### config.mk
export PLATFORM = sky130hd
export DESIGN_NAME = fast_cmd_tx
export DESIGN_NICKNAME = d
export VERILOG_FILES = /design/src/rtl/fast_cmd_pkg.sv /design/src/rtl/fast_cmd_fifo.sv /design/src/rtl/fast_cmd_tx.sv
export SDC_FILE = /design/constraint.sdc
export NUM_CORES = 1
export LEC_CHECK = 0
export CAP_MARGIN = 20
export CORE_ASPECT_RATIO = 0.9
export CORE_UTILIZATION = 59
export DETAILED_ROUTE_END_ITERATION = 7
export PLACE_DENSITY = 0.81
export RECOVER_POWER = 25
export SETUP_SLACK_MARGIN = 0.15
export SLEW_MARGIN = 20
export SYNTH_ARGS = -nofsm -noshare
export SYNTH_HDL_FRONTEND = slang
export SYNTH_SLANG_ARGS = --single-unit
### constraint.sdc
create_clock -name clk1280 -period 3.22 [get_ports clk1280]
set_input_delay 0.805 -clock clk1280 [delete_from_list [all_inputs] [get_ports clk1280]]
set_output_delay 0.805 -clock clk1280 [all_outputs]
set_load 0.05 [all_outputs]
### src/rtl/fast_cmd_pkg.sv
// Shared fast-command symbol codes and sizing helpers for the fast-command link.
package fast_cmd_pkg;

    localparam int         FC_SYM_W      = 8;
    localparam logic [7:0] FC_IDLE       = 8'hF0;
    localparam logic [7:0] FC_LINK_RESET = 8'h33;
    localparam logic [7:0] FC_BCR        = 8'h5A;
    localparam logic [7:0] FC_QINJ       = 8'h69;
    localparam logic [7:0] FC_L1A        = 8'h96;

    // Width of a counter holding 0..n-1, never narrower than one bit.
    function automatic int fc_cnt_w(input int n);
        if (n <= 2) begin
            return 1;
        end else begin
            return $clog2(n);
        end
    endfunction

endpackage

### src/rtl/fast_cmd_fifo.sv
// Command queue for the fast-command transmitter: DEPTH x 8 synchronous FIFO
// with registered head, full and empty flags.
module fast_cmd_fifo
    import fast_cmd_pkg::*;
#(
    parameter int DEPTH = 4
) (
    input  logic                       clk,
    input  logic                       rst,
    input  logic                       push,
    input  logic [7:0]                 push_data,
    input  logic                       pop,
    output logic                       full,
    output logic                       empty,
    output logic [$clog2(DEPTH+1)-1:0] level,
    output logic [7:0]                 head
);

    localparam int AW = fc_cnt_w(DEPTH);
    localparam int LW = $clog2(DEPTH + 1);
    localparam logic [LW-1:0] LVL_FULL = LW'(DEPTH);

    logic [7:0]    mem_q [DEPTH];
    logic [7:0]    mem_d [DEPTH];
    logic [AW-1:0] wr_q, wr_d, rd_q, rd_d;
    logic [LW-1:0] cnt_q, cnt_d;
    logic [7:0]    head_q, head_d;
    logic          full_q, full_d, empty_q, empty_d;
    logic          push_ok_s, pop_ok_s;

    assign push_ok_s = push && !full_q;
    assign pop_ok_s  = pop && !empty_q;

    // Next-state of storage, pointers, occupancy and the head that follows them.
    always_comb begin
        mem_d = mem_q;
        wr_d  = wr_q;
        rd_d  = rd_q;
        cnt_d = cnt_q;
        if (push_ok_s) begin
            mem_d[wr_q] = push_data;
            wr_d        = wr_q + AW'(1);
        end else begin
            wr_d = wr_q;
        end
        if (pop_ok_s) begin
            rd_d = rd_q + AW'(1);
        end else begin
            rd_d = rd_q;
        end
        case ({push_ok_s, pop_ok_s})
            2'b10:   cnt_d = cnt_q + LW'(1);
            2'b01:   cnt_d = cnt_q - LW'(1);
            default: cnt_d = cnt_q;
        endcase
        // Reading from mem_d lets a push into an empty slot become the head directly.
        head_d  = mem_d[rd_d];
        full_d  = (cnt_d == LVL_FULL);
        empty_d = (cnt_d == {LW{1'b0}});
    end

    // Queue state registers.
    always_ff @(posedge clk or posedge rst) begin
        if (rst) begin
            mem_q   <= '{default: 8'h00};
            wr_q    <= {AW{1'b0}};
            rd_q    <= {AW{1'b0}};
            cnt_q   <= {LW{1'b0}};
            head_q  <= 8'h00;
            full_q  <= 1'b0;
            empty_q <= 1'b1;
        end else begin
            mem_q   <= mem_d;
            wr_q    <= wr_d;
            rd_q    <= rd_d;
            cnt_q   <= cnt_d;
            head_q  <= head_d;
            full_q  <= full_d;
            empty_q <= empty_d;
        end
    end

    assign full  = full_q;
    assign empty = empty_q;
    assign level = cnt_q;
    assign head  = head_q;

endmodule

### src/rtl/fast_cmd_tx.sv
// Fast-command transmitter: queues 8-bit symbols and serialises them MSB-first,
// IDLE when empty. Optional periodic BCR insertion with macro FC_TX_AUTO_BCR_EN.
module fast_cmd_tx
    import fast_cmd_pkg::*;
#(
    parameter int CLK_PER_BIT = 4,
    parameter int FIFO_DEPTH  = 4,
    parameter int ORBIT_LEN   = 3564
) (
    input  logic                            clk1280,
    input  logic                            rst,
    input  logic                            cmd_valid,
    input  logic [7:0]                      cmd_code,
    output logic                            cmd_ready,
    output logic [$clog2(FIFO_DEPTH+1)-1:0] fifo_level,
    output logic                            fc_serial_out,
    output logic                            sym_start
);

    localparam int PW = fc_cnt_w(CLK_PER_BIT);
    localparam logic [PW-1:0] PH_LAST = PW'(CLK_PER_BIT - 1);

    if (CLK_PER_BIT < 1 || FIFO_DEPTH < 2 || (FIFO_DEPTH & (FIFO_DEPTH - 1)) != 0 ||
        ORBIT_LEN < 1 || ORBIT_LEN > 4096) begin : g_bad_cfg
        $error("fast_cmd_tx: illegal parameter set");
    end

    logic [PW-1:0] phase_q, phase_d;
    logic [2:0]    bit_q, bit_d;
    logic [7:0]    shift_q, shift_d;
    logic          sym_start_q, sym_start_d;
    logic          boundary_s, bcr_slot_s, push_s, pop_s;
    logic          fifo_full_s, fifo_empty_s;
    logic [7:0]    fifo_head_s;

    assign boundary_s = (bit_q == 3'd7) && (phase_q == PH_LAST);
    assign push_s     = cmd_valid && !fifo_full_s;
    assign pop_s      = boundary_s && !fifo_empty_s && !bcr_slot_s;

    fast_cmd_fifo #(
        .DEPTH (FIFO_DEPTH)
    ) u_fifo (
        .clk       (clk1280),
        .rst       (rst),
        .push      (push_s),
        .push_data (cmd_code),
        .pop       (pop_s),
        .full      (fifo_full_s),
        .empty     (fifo_empty_s),
        .level     (fifo_level),
        .head      (fifo_head_s)
    );

`ifdef FC_TX_AUTO_BCR_EN
    localparam logic [11:0] ORBIT_LAST = 12'(ORBIT_LEN - 1);
    logic [11:0] orbit_q, orbit_d;

    // Orbit position advances once per symbol; the wrap slot carries BCR.
    always_comb begin
        orbit_d = orbit_q;
        if (boundary_s) begin
            orbit_d = (orbit_q == ORBIT_LAST) ? 12'd0 : orbit_q + 12'd1;
        end else begin
            orbit_d = orbit_q;
        end
    end

    // Orbit counter register.
    always_ff @(posedge clk1280 or posedge rst) begin
        if (rst) begin
            orbit_q <= 12'd0;
        end else begin
            orbit_q <= orbit_d;
        end
    end

    assign bcr_slot_s = boundary_s && (orbit_q == ORBIT_LAST);
`else
    assign bcr_slot_s = 1'b0;
`endif

    // Bit timing, symbol load mux and shifter.
    always_comb begin
        phase_d     = phase_q;
        bit_d       = bit_q;
        shift_d     = shift_q;
        sym_start_d = 1'b0;
        if (boundary_s) begin
            phase_d     = {PW{1'b0}};
            bit_d       = 3'd0;
            sym_start_d = 1'b1;
            if (bcr_slot_s) begin
                shift_d = FC_BCR;
            end else if (!fifo_empty_s) begin
                shift_d = fifo_head_s;
            end else begin
                shift_d = FC_IDLE;
            end
        end else if (phase_q == PH_LAST) begin
            phase_d = {PW{1'b0}};
            bit_d   = bit_q + 3'd1;
            shift_d = {shift_q[6:0], 1'b0};
        end else begin
            phase_d = phase_q + PW'(1);
        end
    end

    // Serialiser state; shift_q[7] is the registered line output.
    always_ff @(posedge clk1280 or posedge rst) begin
        if (rst) begin
            phase_q     <= {PW{1'b0}};
            bit_q       <= 3'd0;
            shift_q     <= FC_IDLE;
            sym_start_q <= 1'b0;
        end else begin
            phase_q     <= phase_d;
            bit_q       <= bit_d;
            shift_q     <= shift_d;
            sym_start_q <= sym_start_d;
        end
    end

    assign fc_serial_out = shift_q[7];
    assign sym_start     = sym_start_q;
    assign cmd_ready     = !fifo_full_s;

endmodule
* Word level (Yosys, flattened, before mapping)
Index checks and enable logic that the tools add are counted. Widths: inputs -> output; s select.
Word-level totals: bits in registers 63, input bits 11, logic and storage cells 57
Cells by class: add/sub/neg operators 6, magnitude comparators 3, eq/ne operators 5, muxes and demuxes 17, bitwise logic cells 2, reductions and logical operators 10
Operators with widths (number):
- $mux 8 | 6
- $bwmux 32 | 1
- $mux 32 | 1
- $bmux 8 s2 | 1
- $demux 8 s2 | 1
- $add 2x1->2 const B | 3
- $add 3x1->3 const B | 2
- $eq 3x3->1 const B | 2
- $ge 3x3->1 const B | 2
- $logic_and 1x1->1 | 6
- $mux 2 | 3
- $mux 3 | 2
- $not 2->3 | 2
- $pmux 3 s2 | 1
- $eq 2x2->1 const B | 2
- $logic_not 3->1 | 1
- $lt 3x1->1 const B | 1
- $sub 3x1->3 const B | 1
- $eq 2x1->1 const B | 1
- $logic_not 1->1 | 2
- $reduce_bool 2->1 | 1
- $mux 1 | 1

* Logic depth before layout (Yosys ltp)
Gate-level depths: netlist of the first run.
depth in word-level cells 10, mapped depth 10

* Hierarchy
From an unflattened synthesis of the first run, not the netlist that was laid out.
Unflattened totals: cell total of the unflattened synthesis 185, area, all modules 2806.4 um^2
Modules (own cells, without submodules):
- fast_cmd_fifo | times used 1, cells each 124, area an instance 2137.0 um^2, sequential area each 1227.4 um^2
- fast_cmd_tx | times used 1, cells each 61, area an instance 669.4 um^2, sequential area each 355.3 um^2

* Worst setup path after synthesis of the first run
No wires, ideal clock.
path type input port to flip-flop, start input port cmd_valid, end register u_fifo.full_q (netlist: u_fifo.full), data arrival time 2260 ps, required time 3154 ps, path slack 894 ps, stages 9, buffers on the path 1, path through nor2b_1 -> buf_6 -> inv_1 -> ha_1 -> fa_1 -> xnor2_1 -> nor2_1 -> xor2_1 -> and2_1
On the way: word-level cells in the longest chain between the ends 5, elaborated cells on any way between the ends 6
Ends and longest elaborated chain:
- start: declaration | line fast_cmd_tx.sv:12 | input logic cmd_valid,
- $logic_and 1x1->1 * | line fast_cmd_tx.sv:37 | assign push_s = cmd_valid && !fifo_full_s;
- $logic_and 1x1->1 * | line fast_cmd_fifo.sv:31 | assign push_ok_s = push && !full_q;
- $eq 2x1->1 or $eq 2x2->1 (tied branches) | line fast_cmd_fifo.sv:51 | case ({push_ok_s, pop_ok_s})
- $pmux 3 s2 * | line fast_cmd_fifo.sv:51
- net u_fifo.cnt_d[2] | line fast_cmd_fifo.sv:26 | logic [LW-1:0] cnt_q, cnt_d;
- $eq 3x3->1 * | line fast_cmd_fifo.sv:58 | full_d = (cnt_d == LVL_FULL);
- net u_fifo.full_d | line fast_cmd_fifo.sv:28 | logic full_q, full_d, empty_q, empty_d;
- end signal: assignment | line fast_cmd_fifo.sv:78 | full_q <= full_d;
- end: declaration | line fast_cmd_fifo.sv:28
The timed path passes the listed nets; every way through them passes the cells marked *. A chain may end at the register's enable or synchronous reset.

* Worst setup path after layout of the first run
start input port cmd_valid, end register u_fifo.full_q (netlist: u_fifo.full)
On the way: word-level cells in the longest chain between the ends 5, elaborated cells on any way between the ends 6
Ends and longest elaborated chain (line):
- $logic_and 1x1->1 * | fast_cmd_tx.sv:37
- $logic_and 1x1->1 * | fast_cmd_fifo.sv:31
- $eq 2x1->1 or $eq 2x2->1 (tied branches) | fast_cmd_fifo.sv:51
- $pmux 3 s2 * | fast_cmd_fifo.sv:51
- $eq 3x3->1 * | fast_cmd_fifo.sv:58
- net u_fifo.full_d | fast_cmd_fifo.sv:28
Marks and branches as above.

==> results of run 1 <==
==> worst min-delay path by stage <==
stage	slack, ns	cells past startpoint	to	from
final	0.49	1	phase_q[0]$_DFF_PP0_	phase_q[0]$_DFF_PP0_
after global routing	0.51	2	shift_q[0]$_DFFE_PP0P_	u_fifo.head[0]$_DFF_PP0_
after CTS	0.50	1	phase_q[0]$_DFF_PP0_	phase_q[0]$_DFF_PP0_
after detailed placement	0.47	2	shift_q[0]$_DFFE_PP0P_	u_fifo.head[0]$_DFF_PP0_
after global placement	0.45	1	phase_q[0]$_DFF_PP0_	phase_q[0]$_DFF_PP0_
after floorplan	0.43	1	phase_q[0]$_DFF_PP0_	phase_q[0]$_DFF_PP0_
==> per-stage QoR <==
stage / util [%] / total power [uW] / hold slack [ns]
after floorplan: - / 2260 / 0.430
after global placement: 66.3 / 2470 / 0.453
after detailed placement: 66.3 / 2510 / 0.466
after CTS: 71.3 / 3390 / 0.498
after global routing: 71.3 / 3550 / 0.509
final: 71.3 / 3370 / 0.492
==> kinds of logic after synthesis <==
logic type,count (synthesis),share of synthesized area [%]
and+or+nand+nor,46,9.73
buffers and inverters,35,5.66
adders and majority gates,10,4.31
muxes,40,14.0
xor gates and xnor gates,6,2.32
DFF,63,51.5
AOI/OAI and AO/OA,38,12.5
==> power groups by stage <==
stage / sequential [uW] / combinational (uW) / clock, uW
6_report: 1330 / 1190 / 844
3_3_place_gp: 1330 / 1140 / 0
5_1_grt: 1370 / 1300 / 884
4_1_cts: 1330 / 1200 / 856
2_1_floorplan: 1380 / 883 / 0
3_5_place_dp: 1340 / 1170 / 0
==> Yosys cell counts (all sizes together), types with 2 or more instances <==
library cell	count	share of area (%)
a2111oi	8	3.9
a21boi	8	2.0
a21oi	7	1.1
a221oi	8	3.9
and2	2	0.49
and3b	2	0.57
buf	8	2.4
clkbuf	2	0.24
dfrtp	58	47
dfstp	5	4.3
ha	9	3.7
inv	25	3.1
mux2	23	8.4
mux2i	17	5.5
nand2	11	1.8
nand3	2	0.33
nor2	11	1.3
nor3b	12	3.3
o21ai	6	0.98
xnor2	5	2.0
==> flip-flops by register name, summed over array words and instances (netlist names) <==
name,flops
phase_q,2
sym_start,1
u_fifo.mem_q,32
u_fifo.head,8
u_fifo.empty,1
shift_q,8
u_fifo.wr_q,2
u_fifo.level,3
bit_q,3
u_fifo.rd_q,2
u_fifo.full,1
==> area by class of cell <==
class | instances | area, um^2
timing repair buffer | 20 | 190
clock inverter | 5 | 105
tap | 65 | 81.3
inverter | 25 | 93.8
fill | 361 | 1410
clock buffer | 11 | 141
multi-input combinational | 140 | 1320
sequential | 63 | 1580
==> layer usage <==
layer | up-vias | track usage (%) | wire [um]
met5 | - | 0 | 0
met4 | 0 | 8.85 | 57
met3 | 7 | 8.24 | 205
met2 | 26 | 36.9 | 2670
met1 | 906 | 31.8 | 2730
li1 | 873 | - | -
==> worst max-delay path, cell delays in order <==
cell	delay (ns)
clkdlybuf4s50_1	0.57
nor2b_1	0.20
inv_1	0.06
ha_1	0.24
fa_1	0.53
nor2_1	0.06
a21oi_1	0.22
inv_1	0.07
and2_1	0.15
==> results.md, run 1 <==
- Status: finished clean
- DIE AREA: 5500 um^2
- Synth Register Bits: 63
- Slew margin rel.: 25.9%
- Most frequent cells in the layout: 58 x dfrtp_1, 25 x inv_1, 23 x mux2_2, 17 x mux2i_1, 15 x clkdlybuf4s50_1
- Initial Utilization: 62.4%
- Worst slew pin tran: 1.11 ns
- FMAX: 376 MHz
- Num CTS Buffers: 9
- Setup tns final: 0 ns
- Switch Pwr: 1120 uW
- Clk buf depth: 2
- Post-synth EDFFs: 0
- Share of cells above drive strength 1: 27.7%
- Cell Count Post-Placement: 313
- H-tree Lvls: 3
- Commonest non-fill, non-tap cell in the layout: dfrtp_1
- Hold_buf cts: 0
- Post-DP HPWL: 3620 um
- Final instance area: 3510 um^2
- R2R Path Start: bit_q[0]$_DFFE_PP0P_
- Synth async-reset ratio: 100%
- Mapped Area: 3070 um^2
- Largest net degree at the start of global routing: 31
- Crit path from: cmd_valid
- Fin. max-slew vios: 0
- Die Y: 70.5 um
- Pleak: 0.00165 uW
- Number of antenna violations at the first check in global routing: 0
- Worst Hold Class: reg -> reg
- Syn-to-layout area delta: 14.2%
- DRT iter0 DRCs: 59
- Post-DP Area: 3270 um^2
- Setup crit end: u_fifo.full$_DFF_PP0_
- DR vias/cell: 5.51
- Final non-filler cell total: 329
- Global-route wire length before repair: 9760 um
- Ys flop type: dfrtp_1
- Worst Path Arrival: 2.90 ns
- CP Class: in -> reg
- Total grt overflow: 0
- Worst vdd ir: 0.515 mV
- Routability congestion estimate: 0.752
- Clock skew: 0.00760 ns
- Sequential area share after synthesis: 51.5%
- Top Ports: 17
- Antenna Cells: 0
- Cts repair resizes: 0
- CTS tree: done
- Number of distinct library cells after synthesis: 38
- Final WL: 5660 um
- R2R depth: 9
- Syn Inst Count: 238
- R2R Path End: u_fifo.full$_DFF_PP0_
- Max capacitance violation total: 0
- CTS sink cnt: 63
- DRT Pass-1 Iters: 4
- Yosys Warn Count: 0
- Fin nets: 280
- Vias: 1,812
- Slack of the worst reg-to-reg path: 0.64 ns
- Final period util: 82.6%
- Vias in the first global route: 2,002
- Clk network pwr share: 25.1%
- Syn_area_per_cell: 12.9 um^2
- Setup Buffers After CTS: 0
- Kind of start point of the critical path: primary input
- Endpoints failing setup: 0
- Setup ws final: 0.560 ns
- Mapped Nets: 259
- Net Sw Frac: 33.4%
- Pre-CTS WS: 0.288 ns
- Worst-path clk slew: 0.07 ns
- GRT Util Overall: 24.1%
- CP Max Fanout: 5
- Die X: 78.1 um
- Minimum clock period: 2.66 ns
- CTS Root Cell: clkbuf_8
- RSZ-0062 raised after global routing: false
- Combinational group share of total power: 35.4%
- DR WL/cell: 17.2 um
- # DRC: 0
- PortBufs: 16
- CP Capture Type: flop
- Core area: 4920 um^2
- Clk Latency, worst-skew pair: 0.35 ns
- Pint: 2240 uW
- P per Cell Area: 959 nW/um^2
- Hold Vio Cnt, Final: 0
- Post-route ant nets: 0
- Rows: 24
- CP Data Required Time: 3.46 ns
- Flop pwr share: 39.6%
Note: power is estimated with default switching activity, not from simulation.
==> inputs of run 2 (changes only) <==
==> constraint.sdc (replaced) <==
create_clock -name clk1280 -period 2.7 [get_ports clk1280]
set_input_delay 0.675 -clock clk1280 [delete_from_list [all_inputs] [get_ports clk1280]]
set_output_delay 0.675 -clock clk1280 [all_outputs]
set_load 0.05 [all_outputs]
==> run 2 against run 1 <==
The run now ends with max-capacitance violations left. Register-to-register slack worse by 0.25 ns. First-iteration DRC count increased by 24%. Routed wire length is 4.5% lower. Cell count up 0.91%. Die area stayed put. Power up 18%. Sequential cell count unchanged. Via count up 1.2%. Sequential power up 20%. Critical path depth stayed put. Largest power group unchanged.
==> results.md, run 2 (synthesis gave the netlist of run 1 again) <==
- Hold Path Depth: 1 (unchanged)
- Rows: 24 (unchanged)
- DR WL/cell: 16.3 um (-5.4%)
- Share of cells above drive strength 1: 28.5% (+0.81 points)
- Die Y: 70.5 um (unchanged)
- Worst-path clk slew: 0.07 ns (about the same)
- Setup ws final: 0.315 ns (-0.245 ns)
- Pre-CTS WS: -0.0459 ns (-0.334 ns)
- CTS Root Cell: clkbuf_8
- Antenna Cells: 0 (unchanged)
- Status: complete, but fails checks
- Clk Latency, worst-skew pair: 0.34 ns (about the same)
- Setup tns final: 0 ns (unchanged)
- CP Data Required Time: 2.98 ns (-0.48 ns)
- CP Capture Type: flop
- Kind of start point of the critical path: primary input
- Top reg by flops: u_fifo.mem_q
- Fin. max-slew vios: 0 (unchanged)
- DRT iter0 DRCs: 73 (+24%)
- Worst vdd ir: 0.680 mV (+32%)
- FMAX: 419 MHz
- Top Ports: 17 (unchanged)
- Hold_buf cts: 0 (unchanged)
- P per Cell Area: 1130 nW/um^2 (+18%)
- Vias in the first global route: 2,021 (+0.95%)
- Clock skew: 0.00689 ns (-0.000715 ns)
- Pleak: 0.00167 uW (+0.91%)
- Number of antenna violations at the first check in global routing: 0 (unchanged)
- Slowest stage cell, crit path: clkdlybuf4s50_1
- Worst slew pin tran: 1.49 ns (+0.379 ns)
- CTS sink cnt: 63 (unchanged)
- Worst Path Arrival: 2.66 ns (-0.24 ns)
- Fillers: 365 (+1.1%)
- Endpoints failing setup: 0 (unchanged)
- Worst Hold Class: reg -> reg
- CP Max Fanout: 3 (-2)
- Vias: 1,833 (+1.2%)
- Final period util: 88.3%
- DIE AREA: 5500 um^2 (unchanged)
- Routability congestion estimate: 0.788 (+4.7%)
- Num CTS Buffers: 9 (unchanged)
- Initial Utilization: 62.4% (unchanged)
- Hold Vio Cnt, Final: 0 (unchanged)
- Die X: 78.1 um (unchanged)
- Fin nets: 283 (+1.1%)
- Clk buf depth: 2 (unchanged)
- Largest net degree at the start of global routing: 64 (+110%)
- # DRC: 0 (unchanged)
- Cts repair resizes: 0 (unchanged)
- Post-DP HPWL: 3720 um (+2.6%)
- Slew margin rel.: 0.676% (-25 points)
- Failing checks: max-capacitance violations
- Post-route ant nets: 0 (unchanged)
- H-tree Lvls: 3 (unchanged)
- Final instance area: 3520 um^2 (+0.29%)
- CP Class: in -> reg
- DR vias/cell: 5.52 (+0.24%)
- PortBufs: 16 (unchanged)
- R2R depth: 9 (unchanged)
- Post-layout util: 71.5% (+0.20 points)
- Core area: 4920 um^2 (unchanged)
- Max capacitance violation total: 1 (+1)
- Syn-to-layout area delta: 14.6%
- Minimum clock period: 2.38 ns
- Worst path max stage delay: 0.48 ns (-0.09 ns)
- Final WL: 5410 um (-4.5%)
- Commonest non-fill, non-tap cell in the layout: dfrtp_1
- Max reg flops: 32 (unchanged)
- Post-DP Area: 3300 um^2 (+1.1%)
- Most frequent cells in the layout: 58 x dfrtp_1, 24 x inv_1, 23 x mux2_2, 17 x mux2i_1, 15 x clkdlybuf4s50_1
- Global-route wire length before repair: 9540 um (-2.3%)
- GRT Util Overall: 23.5% (-0.60 points)
- RSZ-0062 raised after global routing: false
- Total grt overflow: 0 (unchanged)
- CP Cell Sequence: clkdlybuf4s50_1, nor2b_1, inv_1, ha_1, fa_1, xnor2_1, nor2_1, xor2_1, and2_1
- Setup Buffers After CTS: 0 (unchanged)
- Total power: 3970 uW (+18%)
- DRT Pass-1 Iters: 4 (unchanged)
- CTS tree: done
## run 2: cell count changes in the layout (fill, tap and decap cells not counted), sizes merged
cell and delta:
inv -1, clkinvlp -2, buf +2, clkinv +4
## run 2: critical path, delay by kind of cell
kind | cells | cell delay, ns
fa+ha+maj | 2 | 0.61
buf+inv | 2 | 0.55
simple gates | 3 | 0.47
xor+xnor | 2 | 0.35
## run 2: where the power goes
group	switching [uW]	internal (uW)	leakage (uW)	total, uW
Combinational	737	676	0.000795	1410
Clock	359	612	0.000120	971
Sequential	219	1370	0.000751	1590
## run 2: worst paths after layout
| kind | from | endpoint | slack, ns |
|---|---|---|---|
| max reg2reg | bit_q[0]$_DFFE_PP0P_ | u_fifo.full$_DFF_PP0_ | 0.39 |
| max in group asynchronous | rst | u_fifo.mem_q[9]$_DFF_PP0_ | 0.51 |
| min reg2reg | bit_q[0]$_DFFE_PP0P_ | bit_q[0]$_DFFE_PP0P_ | 0.48 |
| min in group asynchronous | rst | u_fifo.level[0]$_DFF_PP0_ | 1.29 |
| min | bit_q[0]$_DFFE_PP0P_ | bit_q[0]$_DFFE_PP0P_ | 0.48 |
| max | cmd_valid | u_fifo.full$_DFF_PP0_ | 0.32 |
## run 2: area by class of cell
cell class | instances | area, um^2 | area share [%]
clock inverters | 6 | 109 | 3.09
inverters | 25 | 93.8 | 2.66
multi-input cells | 140 | 1320 | 37.4
flip-flops and latches | 63 | 1580 | 44.9
well taps | 65 | 81.3 | 2.31
repair buffers | 23 | 210 | 5.97
clock buffers | 10 | 128 | 3.62
## run 2: metrics by stage
stage,hold WS [ns],std cells
2_1_floorplan,0.430,238
3_3_place_gp,0.447,316
3_5_place_dp,0.463,316
4_1_cts,0.478,332
5_1_grt,0.503,332
6_report,0.481,332
## run 2: per-layer routing
layer | wire length (um) | global-route usage [%] | vias up
met5 | 0 | 0 | -
met4 | 53 | 8.23 | 0
met3 | 195 | 7.32 | 7
met2 | 2670 | 37.8 | 27
met1 | 2480 | 30.1 | 923
li1 | - | - | 876
==> inputs of run 3 (changes only) <==
--- a/config.mk
+++ b/config.mk
@@ -6,7 +6,7 @@
 export NUM_CORES = 1
 export LEC_CHECK = 0
 export CAP_MARGIN = 20
-export CORE_ASPECT_RATIO = 0.9
+export CORE_ASPECT_RATIO = 1.25
 export CORE_UTILIZATION = 59
 export DETAILED_ROUTE_END_ITERATION = 7
 export PLACE_DENSITY = 0.81
==> run 3 against run 2 <==
The run now ends clean. First-iteration DRC count shrank 2.7%. Routed wire length shrank 5.4%. Fmax grew 1.9%. Largest cell class unchanged. Final area shrank 1.3%.
==> results.md, run 3 (synthesis gave the netlist of run 1 again) <==
- RSZ-0062 raised after global routing: false
- Worst Path Arrival: 2.62 ns (-0.04 ns)
- Vias: 1,808 (-1.4%)
- Final WL: 5120 um (-5.4%)
- Post-route ant nets: 0 (unchanged)
- P per Cell Area: 1070 nW/um^2 (-4.8%)
- Top Ports: 17 (unchanged)
- Pleak: 0.00165 uW (-1.2%)
- Antenna Cells: 0 (unchanged)
- CTS sink cnt: 63 (unchanged)
- CTS Root Cell: clkbuf_8
- Kind of start point of the critical path: primary input
- Switch Pwr: 1290 uW (-2.3%)
- Initial Utilization: 61.0% (-1.5 points)
- Register Area: 1580 um^2 (unchanged)
- Commonest non-fill, non-tap cell in the layout: dfrtp_1
- Clock skew: 0.0114 ns (+0.00454 ns)
- Die Y: 82.7 um (+17%)
- Hold Vio Cnt, Final: 0 (unchanged)
- DIE AREA: 5510 um^2 (about the same)
- Most Crowded Layer GR: met2
- Fin. max-slew vios: 0 (unchanged)
- Share of cells above drive strength 1: 28.2% (-0.27 points)
- DRT Pass-1 Iters: 4 (unchanged)
- Post-DP HPWL: 3570 um (-4.1%)
- Bufs and invs on worst path: 2 (unchanged)
- Flop pwr share: 42.3% (+2.3 points)
- Clk network pwr share: 20.3% (-4.1 points)
- Final period util: 86.7% (-1.6 points)
- Largest net degree at the start of global routing: 46 (-28%)
- Worst slew pin tran: 0.774 ns (-0.716 ns)
- Worst Hold Class: reg -> reg
- Clk Latency, worst-skew pair: 0.34 ns (about the same)
- CP Data Required Time: 2.97 ns (about the same)
- Worst vdd ir: 0.621 mV (-8.6%)
- Met3 Use GR: 4.53% (-2.8 points)
- Slew margin rel.: 48.3% (+48 points)
- Cts repair resizes: 0 (unchanged)
- Most frequent cells in the layout: 58 x dfrtp_1, 25 x inv_1, 23 x mux2_2, 17 x mux2i_1, 15 x clkdlybuf4s50_1
- Worst-path clk slew: 0.06 ns (about the same)
- DRT iter0 DRCs: 71 (-2.7%)
- Worst path max stage delay: 0.47 ns (about the same)
- Net Sw Frac: 34.4% (+1.3 points)
- GR Util met1: 29.6% (-0.51 points)
- Global-route wire length before repair: 8870 um (-7.1%)
- Slack of the worst reg-to-reg path: 0.42 ns (+0.03 ns)
- # DRC: 0 (unchanged)
- Number of antenna violations at the first check in global routing: 0 (unchanged)
- Max capacitance violation total: 0 (-1)
- CTS tree: done
- Routability congestion estimate: 0.746 (-5.3%)
- CP Cell Sequence: clkdlybuf4s50_1, nor2b_1, inv_1, ha_1, fa_1, xnor2_1, nor2_1, xor2_1, and2_1
- Top reg by flops: u_fifo.mem_q
- Top Family by Delay on Critical Path: adder cells
- GRT Util Overall: 22.6% (-0.96 points)
- DR vias/cell: 5.51 (-0.16%)
- FMAX: 427 MHz (+1.9%)
- Endpoints failing setup: 0 (unchanged)
- DR WL/cell: 15.6 um (-4.2%)
- Syn-to-layout area delta: 13.1%
- H-tree Lvls: 3 (unchanged)
- Max reg flops: 32 (unchanged)
- Total grt overflow: 0 (unchanged)
- CP Max Fanout: 3 (unchanged)
- PortBufs: 16 (unchanged)
- CP Class: in -> reg
- Clk buf depth: 2 (unchanged)
- Status: finished clean
- Rows: 29 (+21%)
- Setup Buffers After CTS: 0 (unchanged)
- Hold_buf cts: 0 (unchanged)
- Combinational group share of total power: 37.4% (+1.8 points)
- Fin nets: 282 (-0.35%)
- Fillers: 355 (-2.7%)
- Pint: 2450 uW (-7.8%)
- Fin Hold WS: 0.459 ns (-0.0223 ns)
- CP Capture Type: flop
- Num CTS Buffers: 9 (unchanged)
- Slowest stage cell, crit path: clkdlybuf4s50_1
- M2 GR Usage: 34.8% (-3.0 points)
- Minimum clock period: 2.34 ns (-0.0437 ns)
- Setup tns final: 0 ns (unchanged)
- Core area: 5040 um^2 (+2.4%)
- Vias in the first global route: 1,867 (-7.6%)
- Area of the multi-input gates: 1320 um^2 (unchanged)
- Die X: 66.6 um (-15%)
==> run 3: changes by cell type in the layout (fill, tap and decap cells not counted), sizes merged <==
cell	before	now
bufinv	3	0
inv	24	25
clkinv	4	2
clkbuf	11	13
clkinvlp	0	1
==> run 3: worst paths after layout <==
| kind | from | to | cells past startpoint |
|---|---|---|---|
| setup / recovery | cmd_valid | u_fifo.full$_DFF_PP0_ | 9 |
| hold / removal | phase_q[0]$_DFF_PP0_ | phase_q[0]$_DFF_PP0_ | 1 |
| setup reg to reg | bit_q[0]$_DFFE_PP0P_ | u_fifo.full$_DFF_PP0_ | 9 |
| hold reg to reg | phase_q[0]$_DFF_PP0_ | phase_q[0]$_DFF_PP0_ | 1 |
| max in group asynchronous | rst | shift_q[4]$_DFFE_PP1P_ | 3 |
| min in group asynchronous | rst | sym_start$_DFF_PP0_ | 2 |
==> run 3: cell type report <==
cell class | instances | area share [%]
inverters | 25 | 2.70
multi-input cells | 140 | 37.9
clock buffers | 13 | 4.86
clock inverters | 3 | 0.504
flip-flops and latches | 63 | 45.5
well taps | 62 | 2.23
repair buffers | 22 | 6.26
==> run 3: per-stage QoR <==
stage               power [uW]  util (%)  cell area (um^2)  cells  setup WS, ns
finish                    3730      68.9              3480    328         0.359
global placement          2940      65.2              3290    312        0.0838
detailed placement        3010      65.2              3290    312      0.000377
CTS                       3770      68.9              3480    328         0.348
floorplan                 2690         -              3070    238         0.430
global route              3990      68.9              3480    328         0.178
==> run 3: power groups by stage <==
stage,Clock (uW),Sequential [uW],Combinational (uW)
after CTS,772,1590,1410
final,757,1580,1400
after global routing,806,1630,1550
after floorplan,0,1640,1050
after detailed placement,0,1600,1410
after global placement,0,1580,1360
==> run 3: layer usage <==
| metal | vias up | part of all wire (%) |
|---|---|---|
| met2 | 23 | 50 |
| met5 | - | 0 |
| met4 | 0 | 2.3 |
| met1 | 902 | 46 |
| met3 | 9 | 2.0 |
| li1 | 874 | - |
